`src/rtl/binary_gcd_param_if.sv`:
```
// Handshake and data bundle for the binary GCD engine.
// The master side drives the operands and controls. The slave side
// returns the working registers, the result, the counters and the state bits.
interface binary_gcd_param_if #(
    parameter int WIDTH = 8,
    parameter int CNT_W = $clog2(WIDTH + 1),
    parameter int CYC_W = 16
);
    logic             SCEN;
    logic             Start;
    logic             Ack;
    logic [WIDTH-1:0] Ain;
    logic [WIDTH-1:0] Bin;
    logic [WIDTH-1:0] A;
    logic [WIDTH-1:0] B;
    logic [WIDTH-1:0] AB_GCD;
    logic [CNT_W-1:0] i_count;
    logic [CYC_W-1:0] Cycles;
    logic             Zero_err;
    logic             q_I;
    logic             q_Sub;
    logic             q_Mult;
    logic             q_Done;

    modport master (
        output SCEN, Start, Ack, Ain, Bin,
        input  A, B, AB_GCD, i_count, Cycles, Zero_err,
        input  q_I, q_Sub, q_Mult, q_Done
    );

    modport slave (
        input  SCEN, Start, Ack, Ain, Bin,
        output A, B, AB_GCD, i_count, Cycles, Zero_err,
        output q_I, q_Sub, q_Mult, q_Done
    );
endinterface

```
`src/rtl/binary_gcd_param.sv`:
```
// Parametrised binary (Stein) GCD engine.
// SUB removes common factors of 2 and reduces the operands by subtraction.
// MULT restores the common factors of 2 into the result.
// All outputs come straight from registers.
module binary_gcd_param #(
    parameter int WIDTH = 8,
    parameter int CNT_W = $clog2(WIDTH + 1),
    parameter int CYC_W = 16
) (
    input  logic                Clk,
    input  logic                Reset,
    binary_gcd_param_if.slave   bus
);
    // One-hot state encoding. The state bits are also the q_* outputs.
    localparam logic [3:0] ST_INI  = 4'b0001;
    localparam logic [3:0] ST_SUB  = 4'b0010;
    localparam logic [3:0] ST_MULT = 4'b0100;
    localparam logic [3:0] ST_DONE = 4'b1000;

    logic [3:0]       state;
    logic [WIDTH-1:0] a_r;
    logic [WIDTH-1:0] b_r;
    logic [WIDTH-1:0] gcd_r;
    logic [CNT_W-1:0] cnt_r;
    logic [CYC_W-1:0] cyc_r;
    logic             zerr_r;
    logic [CYC_W-1:0] cyc_inc;

    // Saturating step count, used by every enabled SUB/MULT step
    always_comb begin
        cyc_inc = (cyc_r == '1) ? cyc_r : cyc_r + CYC_W'(1);
    end

    // State machine and datapath registers
    always_ff @(posedge Clk) begin
        if (Reset) begin
            state  <= ST_INI;
            a_r    <= '0;
            b_r    <= '0;
            gcd_r  <= '0;
            cnt_r  <= '0;
            cyc_r  <= '0;
            zerr_r <= 1'b0;
        end else begin
            case (state)
                ST_INI: begin
                    a_r    <= bus.Ain;
                    b_r    <= bus.Bin;
                    gcd_r  <= '0;
                    cnt_r  <= '0;
                    cyc_r  <= '0;
                    zerr_r <= 1'b0;
                    if (bus.Start) begin
                        if ((bus.Ain == '0) || (bus.Bin == '0)) begin
                            state  <= ST_DONE;
                            gcd_r  <= bus.Ain | bus.Bin;
                            zerr_r <= (bus.Ain == '0) && (bus.Bin == '0);
                        end else begin
                            state <= ST_SUB;
                        end
                    end
                end
                ST_SUB: begin
                    if (bus.SCEN) begin
                        cyc_r <= cyc_inc;
                        if (a_r == b_r) begin
                            gcd_r <= a_r;
                            state <= (cnt_r != '0) ? ST_MULT : ST_DONE;
                        end else if (a_r < b_r) begin
                            a_r <= b_r;
                            b_r <= a_r;
                        end else if (!a_r[0] && !b_r[0]) begin
                            a_r   <= a_r >> 1;
                            b_r   <= b_r >> 1;
                            cnt_r <= cnt_r + CNT_W'(1);
                        end else if (a_r[0] && !b_r[0]) begin
                            b_r <= b_r >> 1;
                        end else if (!a_r[0] && b_r[0]) begin
                            a_r <= a_r >> 1;
                        end else begin
                            a_r <= a_r - b_r;
                        end
                    end
                end
                ST_MULT: begin
                    if (bus.SCEN) begin
                        cyc_r <= cyc_inc;
                        gcd_r <= gcd_r << 1;
                        cnt_r <= cnt_r - CNT_W'(1);
                        if (cnt_r == CNT_W'(1)) begin
                            state <= ST_DONE;
                        end
                    end
                end
                ST_DONE: begin
                    if (bus.Ack) begin
                        state <= ST_INI;
                    end
                end
                default: begin
                    state  <= ST_INI;
                    a_r    <= '0;
                    b_r    <= '0;
                    gcd_r  <= '0;
                    cnt_r  <= '0;
                    cyc_r  <= '0;
                    zerr_r <= 1'b0;
                end
            endcase
        end
    end

    assign bus.A        = a_r;
    assign bus.B        = b_r;
    assign bus.AB_GCD   = gcd_r;
    assign bus.i_count  = cnt_r;
    assign bus.Cycles   = cyc_r;
    assign bus.Zero_err = zerr_r;
    assign bus.q_I      = state[0];
    assign bus.q_Sub    = state[1];
    assign bus.q_Mult   = state[2];
    assign bus.q_Done   = state[3];
endmodule
```
`src/flat_wrapper.sv`:
```
// flat-port wrapper written by rule: the top's interface ports become plain ports
module binary_gcd_param_flat 
#(
    parameter int WIDTH = 8,
    parameter int CNT_W = $clog2(WIDTH + 1),
    parameter int CYC_W = 16
)
  (Clk, Reset, bus_SCEN, bus_Start, bus_Ack, bus_Ain, bus_Bin, bus_A, bus_B, bus_AB_GCD, bus_i_count, bus_Cycles, bus_Zero_err, bus_q_I, bus_q_Sub, bus_q_Mult, bus_q_Done);
  binary_gcd_param_if #(.WIDTH(WIDTH), .CNT_W(CNT_W), .CYC_W(CYC_W)) bus_i ();
  input  logic Clk;
  input  logic Reset;
  input wire logic [$bits(bus_i.SCEN)-1:0] bus_SCEN;
  input wire logic [$bits(bus_i.Start)-1:0] bus_Start;
  input wire logic [$bits(bus_i.Ack)-1:0] bus_Ack;
  input wire logic [$bits(bus_i.Ain)-1:0] bus_Ain;
  input wire logic [$bits(bus_i.Bin)-1:0] bus_Bin;
  output wire logic [$bits(bus_i.A)-1:0] bus_A;
  output wire logic [$bits(bus_i.B)-1:0] bus_B;
  output wire logic [$bits(bus_i.AB_GCD)-1:0] bus_AB_GCD;
  output wire logic [$bits(bus_i.i_count)-1:0] bus_i_count;
  output wire logic [$bits(bus_i.Cycles)-1:0] bus_Cycles;
  output wire logic [$bits(bus_i.Zero_err)-1:0] bus_Zero_err;
  output wire logic [$bits(bus_i.q_I)-1:0] bus_q_I;
  output wire logic [$bits(bus_i.q_Sub)-1:0] bus_q_Sub;
  output wire logic [$bits(bus_i.q_Mult)-1:0] bus_q_Mult;
  output wire logic [$bits(bus_i.q_Done)-1:0] bus_q_Done;
  assign bus_i.SCEN = bus_SCEN;
  assign bus_i.Start = bus_Start;
  assign bus_i.Ack = bus_Ack;
  assign bus_i.Ain = bus_Ain;
  assign bus_i.Bin = bus_Bin;
  assign bus_A = bus_i.A;
  assign bus_B = bus_i.B;
  assign bus_AB_GCD = bus_i.AB_GCD;
  assign bus_i_count = bus_i.i_count;
  assign bus_Cycles = bus_i.Cycles;
  assign bus_Zero_err = bus_i.Zero_err;
  assign bus_q_I = bus_i.q_I;
  assign bus_q_Sub = bus_i.q_Sub;
  assign bus_q_Mult = bus_i.q_Mult;
  assign bus_q_Done = bus_i.q_Done;
  binary_gcd_param #(.WIDTH(WIDTH), .CNT_W(CNT_W), .CYC_W(CYC_W)) u_core (.Clk(Clk), .Reset(Reset), .bus(bus_i));
endmodule
```
`config.mk`:
```
export PLATFORM = sky130hd
export DESIGN_NAME = binary_gcd_param_flat
export DESIGN_NICKNAME = d
export VERILOG_FILES = /design/src/rtl/binary_gcd_param_if.sv /design/src/rtl/binary_gcd_param.sv /design/src/flat_wrapper.sv
export SDC_FILE = /design/constraint.sdc
export NUM_CORES = 1
export LEC_CHECK = 0
export CORE_MARGIN = 4
export CORE_UTILIZATION = 48
export CTS_CLUSTER_DIAMETER = 50
export DETAILED_ROUTE_END_ITERATION = 7
export HOLD_SLACK_MARGIN = 0.12
export PLACE_DENSITY = 0.79
export SLEW_MARGIN = 20
export SYNTH_ARGS = -nofsm -noshare
export SYNTH_HDL_FRONTEND = slang
export SYNTH_SLANG_ARGS = --single-unit
export TNS_END_PERCENT = 10
```
`constraint.sdc`:
```
create_clock -name Clk -period 2.4 [get_ports Clk]
set_input_delay 0.36 -clock Clk [delete_from_list [all_inputs] [get_ports Clk]]
set_output_delay 0.36 -clock Clk [all_outputs]
set_load 0.1 [all_outputs]
```
==> results of run 1 <==
## state kept, by name (all words and copies together) (netlist names)
signal	flops
u_core.state	4
u_core.bus.AB_GCD	8
u_core.bus.Cycles	16
u_core.bus.i_count	4
u_core.bus.B	8
u_core.bus.Zero_err	1
u_core.bus.A	8
## cell usage in the layout, fill, tap and decap left out, drive strengths merged, types with 10 or more instances in the layout
cell type	n
buf	84
dfxtp	49
nand2	45
a21oi	43
nor2	37
o21ai	28
nand3	24
clkdlybuf4s50	20
inv	17
nor3	16
ha	15
xnor2	12
o21a	10
## per-layer routing
layer | vias to the layer above | share of wire (%) | global-route usage, % | wire length, um
met5 | - | 0 | 0 | 0
met4 | 0 | 3.4 | 10.6 | 380
met3 | 34 | 7.7 | 3.35 | 853
met2 | 208 | 47 | 40.6 | 5150
met1 | 1894 | 42 | 32.7 | 4680
li1 | 1826 | - | - | -
## worst paths after layout
path	endpoint	slack, ns
worst max-delay path	u_core.bus.A[2]$_SDFFE_PP0P_	0.08
worst max register to register	u_core.bus.A[2]$_SDFFE_PP0P_	0.08
worst min register to register	u_core.bus.AB_GCD[7]$_SDFFE_PP0P_	0.47
worst min-delay path	u_core.bus.AB_GCD[7]$_SDFFE_PP0P_	0.47
## repair_timing
item	CTS	global route
gates resized for setup	0	2
hold buffers	0	0
setup endpoints to repair	0	21
## metrics by stage
step	worst slack, ns	TNS (ns)
2_1_floorplan	-0.0552	-0.372
3_3_place_gp	0.170	0
3_5_place_dp	0.135	0
4_1_cts	0.104	0
5_1_grt	-0.0290	-0.147
6_report	0.0841	0
## critical path: cells and delay by family (launching register included)
| family | cells | cell delay, ns |
|---|---|---|
| AO/OA/AOI/OAI | 5 | 1.14 |
| adder cells (fa/ha/maj) | 1 | 0.34 |
| buffers and inverters | 2 | 0.28 |
| flip-flops | 1 | 0.37 |
| AND/OR/NAND/NOR | 1 | 0.08 |
## layout make-up
| type | instances | area (um^2) | share of cell area [%] |
|---|---|---|---|
| multi-input combinational | 352 | 2450 | 53.1 |
| sequential | 49 | 1040 | 22.5 |
| timing repair buffer | 104 | 831 | 18.0 |
| tap | 99 | 124 | 2.68 |
| clock buffer | 7 | 108 | 2.33 |
| inverter | 16 | 62.6 | 1.35 |
| clock inverter | 1 | 6.26 | 0.135 |
## cells by family (layout without fill, tap and decap cells)
kind of cell    count (synthesis)  after routing  share of synthesized area (%)
compound gates                150            150                           31.3
xor+xnor                       13             13                           3.37
fa+ha+maj                      16             16                           5.77
buf+inv                        42            128                           5.80
flops                          49             49                           27.3
mux                             7              7                           1.98
simple gates                  166            166                           24.5
## power by group
part,internal (uW),switching (uW)
clock network,298,288
registers,965,187
logic,1310,2470
total,2570,2950
## cells in the mapped netlist, types with 3 or more instances
cell | instances | area share, %
dfxtp_1 | 49 | 27
nand2_1 | 45 | 4.7
a21oi_1 | 41 | 5.7
nor2_1 | 33 | 3.4
o21ai_0 | 26 | 3.6
nand3_1 | 24 | 3.3
inv_1 | 16 | 1.7
ha_1 | 15 | 5.2
nor3_1 | 15 | 2.1
xnor2_1 | 12 | 2.9
clkbuf_1 | 11 | 1.1
o21a_1 | 10 | 2.1
buf_2 | 8 | 1.1
nor4_1 | 8 | 1.4
o221a_1 | 8 | 2.5
a22o_1 | 7 | 1.7
a311oi_2 | 7 | 2.9
and3_1 | 6 | 1.0
mux2i_1 | 6 | 1.7
a211oi_1 | 5 | 1.0
a32oi_1 | 4 | 0.97
buf_6 | 4 | 1.3
nand4_1 | 4 | 0.70
nor2b_1 | 4 | 0.70
a211o_1 | 3 | 0.73
a21o_1 | 3 | 0.63
and2_1 | 3 | 0.52
buf_4 | 3 | 0.63
nor4b_2 | 3 | 1.3
o211ai_1 | 3 | 0.63
o22ai_1 | 3 | 0.52
==> results.md, run 1 <==
* DRC violations left at 0
* Grt ovf at 0
* Drt total wl at 11100 um
* Core Util, Final at 63.8%
* Synth warn at 0
* Final Critical Period at 2.32 ns
* GRT Total Usage at 24.8%
* Worst setup EP type: register
* Die footprint at 0.00895 mm^2
* Slowest CP cell: a211o_1
* Largest net degree at the start of global routing at 26
* Initial cell density of the core at 49.6%
* CTS Buffer Depth at 2
* Placed Cells at 620
* Reg clk slew, reported paths at 0.10 ns
* Skew final at 0.00978 ns
* #FFs+latches synth at 49
* DRT Pass-1 Iters at 6
* Hold Path Class: reg -> reg
* Final instance area at 0.00463 mm^2
* Fmax at 432 MHz
* Share of cells above drive strength 1 at 30.1%
* GP Congestion at 0.953
* Inserted Clock Buffers at 5
* Cell Area, Synth at 0.00360 mm^2
* Yosys cell types at 71
* Global-route wire length before repair at 17800 um
* Hold depth at 2
* Initial antenna violation count at 0
* Hold slack at 0.470 ns
* Main flop type after synthesis: dfxtp_1
* DP Wirelength at 8390 um
* DRT iter0 DRCs at 347
* CP peak stage delay at 0.40 ns
* Nets at 565
* WL/cell at 17.6 um
* Die W at 94.6 um
* R2R depth at 9
* Cell count after synthesis at 443
* Status: finished clean
* H-tree levels at 2
* Dpl cell area at 0.00450 mm^2
* N_diodes at 0
* WS Path Type: reg -> reg
* Slew @ Worst Pin at 0.644 ns
* Number of routed nets with antenna violations at 0
* LEAKAGE at 0.00176 uW
* VDD IR max at 0.00134 V
* Die height at 94.6 um
* Syn_nets at 480
* Max-Cap Viols at 0
* TritonCTS clock tree: yes
* PnR Total Power at 5520 uW
* Post-synth EDFFs at 0
* Reg2reg start: u_core.bus.B[5]$_SDFFE_PP0P_
* Post-synthesis sequential area ratio at 27.3%
* CTS Sinks at 49
* IO Count at 70
* Via count at 3962
* Routed vias/inst at 6.31
* Hold path start: u_core.bus.AB_GCD[7]$_SDFFE_PP0P_
* Max-slew violations at 0
* I/O Buffers at 69
* Syn-to-layout area delta at 28.5%
* Syn Area/Cell at 8.13 um^2
* Crit-path cells: inv_1 > ha_1 > a21oi_2 > nor2_1 > a211o_1 > buf_4 > o21ai_0 > o211ai_1 > a311oi_2
* Endpoints failing setup at 0
* Async S/R FF share, synth at 0%
* Core ar. at 0.00725 mm^2
* Final worst path period share at 96.5%
* Critical Path Source: u_core.bus.B[5]$_SDFFE_PP0P_
* PwrDens at 1190 mW/mm^2
* Placement row count at 31
* Fill cells at 624
* CP Max Fanout at 10
* WP data arrival at 2.53 ns
* # Post-CTS Setup Buffers at 0
* RSZ-0062 raised after global routing: true
* Final Hold Fails at 0
* Vias in the first global route at 3624
* CTS root buffer: clkbuf_8
* Fin cells at 628
* Required @ worst endpoint at 2.62 ns
* Worst skew pair latency at 0.31 ns
* Crit start category: register
* Slew headroom at 56.9%
No activity file was read; power rests on OpenSTA's default activity.
==> run 2, diff against run 1 <==
--- a/config.mk
+++ b/config.mk
@@ -5,6 +5,7 @@
 export SDC_FILE = /design/constraint.sdc
 export NUM_CORES = 1
 export LEC_CHECK = 0
+export CORE_ASPECT_RATIO = 2
 export CORE_MARGIN = 4
 export CORE_UTILIZATION = 48
 export CTS_CLUSTER_DIAMETER = 50
==> run 2 against run 1 <==
Effect of this change: die area grew 0.94%; worst hold slack better by 0.015 ns; wire length up 11%; via count fell by 1.8%; sequential share of layout area down 0.46 points; register-to-register slack about the same; clock-buffer cell count is 2 lower; global-route usage up 1.8 points; utilization increased by 1.2 points; maximum frequency barely moved; clock power is 27% higher; total power up 5.5%; critical path type unchanged.
==> results.md, run 2 (synthesis results as in run 1) <==
* Core Util, Final at 65.0%
* Final worst path period share at 96.6%
* DP Wirelength at 9670 um
* Final Hold Fails at 0
* Crit start category: register
* Worst setup EP type: register
* N_diodes at 0
* Commonest non-fill, non-tap cell in the layout: buf_4
* GP Congestion at 0.983
* Hold Path Class: reg -> reg
* CTS root buffer: clkbuf_16
* Inserted Clock Buffers at 5
* Die W at 69.2 um
* Dpl cell area at 0.00453 mm^2
* Clk pwr share at 12.7%
* RSZ-0062 raised after global routing: false
* Share of cells above drive strength 1 at 32.0%
* Max-slew violations at 0
* Final instance area at 0.00472 mm^2
* Largest net degree at the start of global routing at 26
* Most frequent cells in the layout: buf_4 (89), nand2_1 (45), a21oi_1 (41), nor2_1 (33), o21ai_0 (25)
* Endpoints failing setup at 0
* Sw Ratio at 53.0%
* DRT Pass-1 Iters at 5
* Fill cells at 650
* Sequential Power Share at 19.7%
* Via count at 3892
* Number of routed nets with antenna violations at 0
* GRT Total Usage at 26.6%
* Routed vias/inst at 6.22
* Placement row count at 44
* Max-Cap Viols at 0
* CP Max Fanout at 12
* TritonCTS clock tree: yes
* Syn-to-layout area delta at 31.2%
* Status: finished clean
* IO Count at 70
* Worst skew pair latency at 0.30 ns
* VDD IR max at 0.000672 V
* Max reg flops at 16
* Initial cell density of the core at 49.5%
* H-tree levels at 2
* WP data arrival at 2.48 ns
* CTS Buffer Depth at 2
* Global-route wire length before repair at 19200 um
* Vias in the first global route at 3874
* Required @ worst endpoint at 2.56 ns
* Comb power frac at 67.5%
* Nets at 570
* DRT iter0 DRCs at 265
* Grt ovf at 0
* Initial antenna violation count at 0
* DRC violations left at 0
* Die footprint at 0.00903 mm^2
* Skew final at 0.00423 ns
* Final Critical Period at 2.32 ns
* CTS Sinks at 49
* CTS Hold Bufs at 0
* PwrDens at 1230 mW/mm^2
* Slew @ Worst Pin at 0.652 ns
* Fmax at 432 MHz
* Int Power at 2740 uW
* LEAKAGE at 0.00180 uW
* I/O Buffers at 69
* Drt total wl at 12300 um
* Switching Power at 3090 uW
* WS Path Type: reg -> reg
* Die height at 130 um
* Reg clk slew, reported paths at 0.07 ns
* WL/cell at 19.7 um
* Slew headroom at 56.5%
* Core ar. at 0.00727 mm^2
-- run 2: layout make-up --
class / count / area [um^2] / area share (%)
multi-input combinational: 352 / 2490 / 52.7
sequential: 49 / 1040 / 22.0
timing repair buffer: 109 / 868 / 18.4
clock buffer: 5 / 125 / 2.65
tap: 92 / 115 / 2.44
inverter: 16 / 62.6 / 1.32
clock inverter: 3 / 23.8 / 0.503
-- run 2: through the flow --
step / instances / TNS, ns / total power, uW / hold WS [ns] / setup slack [ns]
floorplan: 443 / -0.372 / 3910 / 0.542 / -0.0552
CTS: 625 / 0 / 5710 / 0.485 / 0.0519
finish: 626 / 0 / 5830 / 0.485 / 0.0827
global route: 626 / 0 / 6120 / 0.511 / 0.00142
detailed placement: 617 / -0.295 / 4940 / 0.475 / -0.0671
global placement: 617 / 0 / 4910 / 0.456 / 0.0203
-- run 2: power by group through the flow --
stage | Clock, uW | Combinational (uW) | Sequential [uW]
after floorplan | 0 | 2000 | 1910
after global placement | 0 | 3750 | 1150
after detailed placement | 0 | 3790 | 1160
after CTS | 752 | 3810 | 1140
after global routing | 775 | 4180 | 1170
final | 743 | 3930 | 1150
-- run 2: what timing repair did --
action | CTS | global route
gates resized for setup | 3 | 9
buffers inserted | 0 | 1
setup endpoints to repair | 12 | 26
pin swaps | 0 | 1
cloned | 0 | 0
-- run 2: worst max-delay path, cell delays in order, from the launching register on --
cell and delay (ns):
dfxtp_4 0.36, inv_4 0.03, ha_2 0.18, fa_2 0.37
nor2b_4 0.15, o21a_1 0.20, o21ba_4 0.26, nor2_1 0.09
buf_4 0.16, a32oi_1 0.25, a311oi_2 0.13
-- run 2: path summary, 6_finish.rpt --
| path | slack, ns | cells past startpoint | end | from |
|---|---|---|---|---|
| setup / recovery | 0.08 | 10 | u_core.bus.A[3]$_SDFFE_PP0P_ | u_core.bus.A[0]$_SDFFE_PP0P_ |
| hold / removal | 0.49 | 2 | u_core.bus.AB_GCD[7]$_SDFFE_PP0P_ | u_core.bus.AB_GCD[7]$_SDFFE_PP0P_ |
| setup reg to reg | 0.08 | 10 | u_core.bus.A[3]$_SDFFE_PP0P_ | u_core.bus.A[0]$_SDFFE_PP0P_ |
| hold reg to reg | 0.49 | 2 | u_core.bus.AB_GCD[7]$_SDFFE_PP0P_ | u_core.bus.AB_GCD[7]$_SDFFE_PP0P_ |
-- run 2: per-layer routing --
metal	share of wire [%]	global-route usage, %
met5	0	0
met4	6.0	19.3
met3	4.9	2.60
met2	56	52.8
met1	33	24.7
==> run 3, diff against run 2 <==
--- a/config.mk
+++ b/config.mk
@@ -10,8 +10,10 @@
 export CORE_UTILIZATION = 48
 export CTS_CLUSTER_DIAMETER = 50
 export DETAILED_ROUTE_END_ITERATION = 7
+export GPL_ROUTABILITY_DRIVEN = 0
 export HOLD_SLACK_MARGIN = 0.12
 export PLACE_DENSITY = 0.79
+export SKIP_CTS_REPAIR_TIMING = 1
 export SLEW_MARGIN = 20
 export SYNTH_ARGS = -nofsm -noshare
 export SYNTH_HDL_FRONTEND = slang
==> run 3 against run 2 <==
Effect of this change: via count grew 1.9%; die area stayed put; critical path depth unchanged; worst hold slack improved by 0.0042 ns; first-iteration DRC count down 9.4%; combinational power rose by 2%; utilization is 0.10 points higher; final cell count is 0.32% higher; worst setup slack lost 0.030 ns; register-to-register slack lost 0.03 ns; clock power about the same; critical path type unchanged.
==> results.md, run 3 (synthesis results as in run 1) <==
* Final Critical Period at 2.35 ns
* Die footprint at 0.00903 mm^2
* Status: finished clean
* Worst setup EP type: register
* Clk pwr share at 12.5%
* Final instance area at 0.00473 mm^2
* Global-route wire length before repair at 18900 um
* Switching Power at 3140 uW
* CTS Buffer Depth at 2
* Initial cell density of the core at 49.5%
* Commonest non-fill, non-tap cell in the layout: buf_4
* GRT Total Usage at 26.2%
* Vias in the first global route at 3896
* Max-slew violations at 0
* N_diodes at 0
* Comb power frac at 67.8%
* Skew final at 0.00815 ns
* Share of cells above drive strength 1 at 31.7%
* Nets at 572
* Max-Cap Viols at 0
* WP data arrival at 2.55 ns
* Slew @ Worst Pin at 0.562 ns
* Required @ worst endpoint at 2.60 ns
* Slowest CP cell: dfxtp_4
* Final worst path period share at 97.8%
* Fmax at 426 MHz
* Grt ovf at 0
* GRT met3 Usage at 3.45%
* LEAKAGE at 0.00182 uW
* I/O Buffers at 69
* Die height at 130 um
* Routed vias/inst at 6.31
* Endpoints failing setup at 0
* Crit start category: register
* Largest net degree at the start of global routing at 26
* H-tree levels at 2
* Max reg flops at 16
* Initial antenna violation count at 0
* Slew headroom at 62.4%
* WL/cell at 19.5 um
* DRT iter0 DRCs at 240
* Number of routed nets with antenna violations at 0
* Sequential Power Share at 19.7%
* Worst skew pair latency at 0.30 ns
* RSZ-0062 raised after global routing: true
* IO Count at 70
* Crit-path cells: inv_4 > ha_2 > fa_2 > nor2b_2 > o21a_1 > o21bai_1 > buf_4 > a221oi_2 > a31oi_1 > a311oi_2
* Drt total wl at 12200 um
* Most frequent cells in the layout: buf_4 (90), nand2_1 (45), a21oi_1 (41), nor2_1 (32), o21ai_0 (26)
* Busiest grt layer: met2
* TritonCTS clock tree: yes
* Int Power at 2790 uW
* Die W at 69.2 um
* DP Wirelength at 9520 um
* DRT Pass-1 Iters at 5
* VDD IR max at 0.00102 V
* Inserted Clock Buffers at 5
* PnR Total Power at 5930 uW
* CTS Sinks at 49
* WS Path Type: reg -> reg
* Sw Ratio at 52.9%
* Hold Path Class: reg -> reg
* Dpl cell area at 0.00455 mm^2
* Reg clk slew, reported paths at 0.07 ns
* Met2 Use GR at 50.5%
* Placement row count at 44
* Via count at 3965
* Syn-to-layout area delta at 31.4%
* Core ar. at 0.00727 mm^2
* Met1 usage at 24.6%
* Fill cells at 644
* PwrDens at 1250 mW/mm^2
* CP peak stage delay at 0.36 ns
* CTS root buffer: clkbuf_16
* Final Hold Fails at 0
* DRC violations left at 0
* CP Max Fanout at 6
==> run 3: cell count changes in the layout (fill, tap and decap cells not counted), sizes merged <==
cell,before,now
buf,89,91
==> run 3: layout make-up <==
class	instances	area, um^2	area share (%)
well taps	92	115	2.43
clock buffers	5	125	2.65
inverters	16	62.6	1.32
repair buffers	111	896	18.9
multi-input cells	352	2470	52.2
flip-flops and latches	49	1040	22.0
clock inverters	3	23.8	0.503
==> run 3: path summary, 6_finish.rpt <==
kind	start	endpoint	slack (ns)	cells after the start
setup / recovery	u_core.bus.A[0]$_SDFFE_PP0P_	u_core.bus.A[0]$_SDFFE_PP0P_	0.05	10
hold / removal	u_core.bus.AB_GCD[3]$_SDFFE_PP0P_	u_core.bus.AB_GCD[3]$_SDFFE_PP0P_	0.49	2
setup reg to reg	u_core.bus.A[0]$_SDFFE_PP0P_	u_core.bus.A[0]$_SDFFE_PP0P_	0.05	10
hold reg to reg	u_core.bus.AB_GCD[3]$_SDFFE_PP0P_	u_core.bus.AB_GCD[3]$_SDFFE_PP0P_	0.49	2
==> run 3: power by group through the flow <==
stage	clock network (uW)	registers, uW	logic, uW
floorplan	0	1910	2000
global placement	0	1180	3790
detailed placement	0	1180	3840
CTS	752	1170	3860
global route	785	1190	4230
finish	741	1170	4020
==> run 3: per-layer routing <==
layer / routed length, um / up-vias
met1: 3970 / 1876
li1: - / 1832
met5: 0 / -
met4: 873 / 0
met3: 731 / 71
met2: 6660 / 186
==> run 3: stage by stage <==
stage | util (%) | instances | worst slack (ns) | TNS, ns | hold WS (ns)
after CTS | 64.6 | 626 | -0.0218 | -0.0566 | 0.495
after detailed placement | 62.6 | 618 | 0.0122 | 0 | 0.483
after floorplan | - | 443 | -0.0552 | -0.372 | 0.542
final | 65.1 | 628 | 0.0527 | 0 | 0.490
after global routing | 65.1 | 628 | -0.0377 | -0.0377 | 0.508
after global placement | 62.6 | 618 | 0.0575 | 0 | 0.459
==> run 3: worst max-delay path, delay by kind of cell, from the launching register on <==
family          cells  cell delay (ns)
simple gates        1             0.14
fa+ha+maj           2             0.53
compound gates      5             0.98
buf+inv             2             0.23
flops               1             0.36
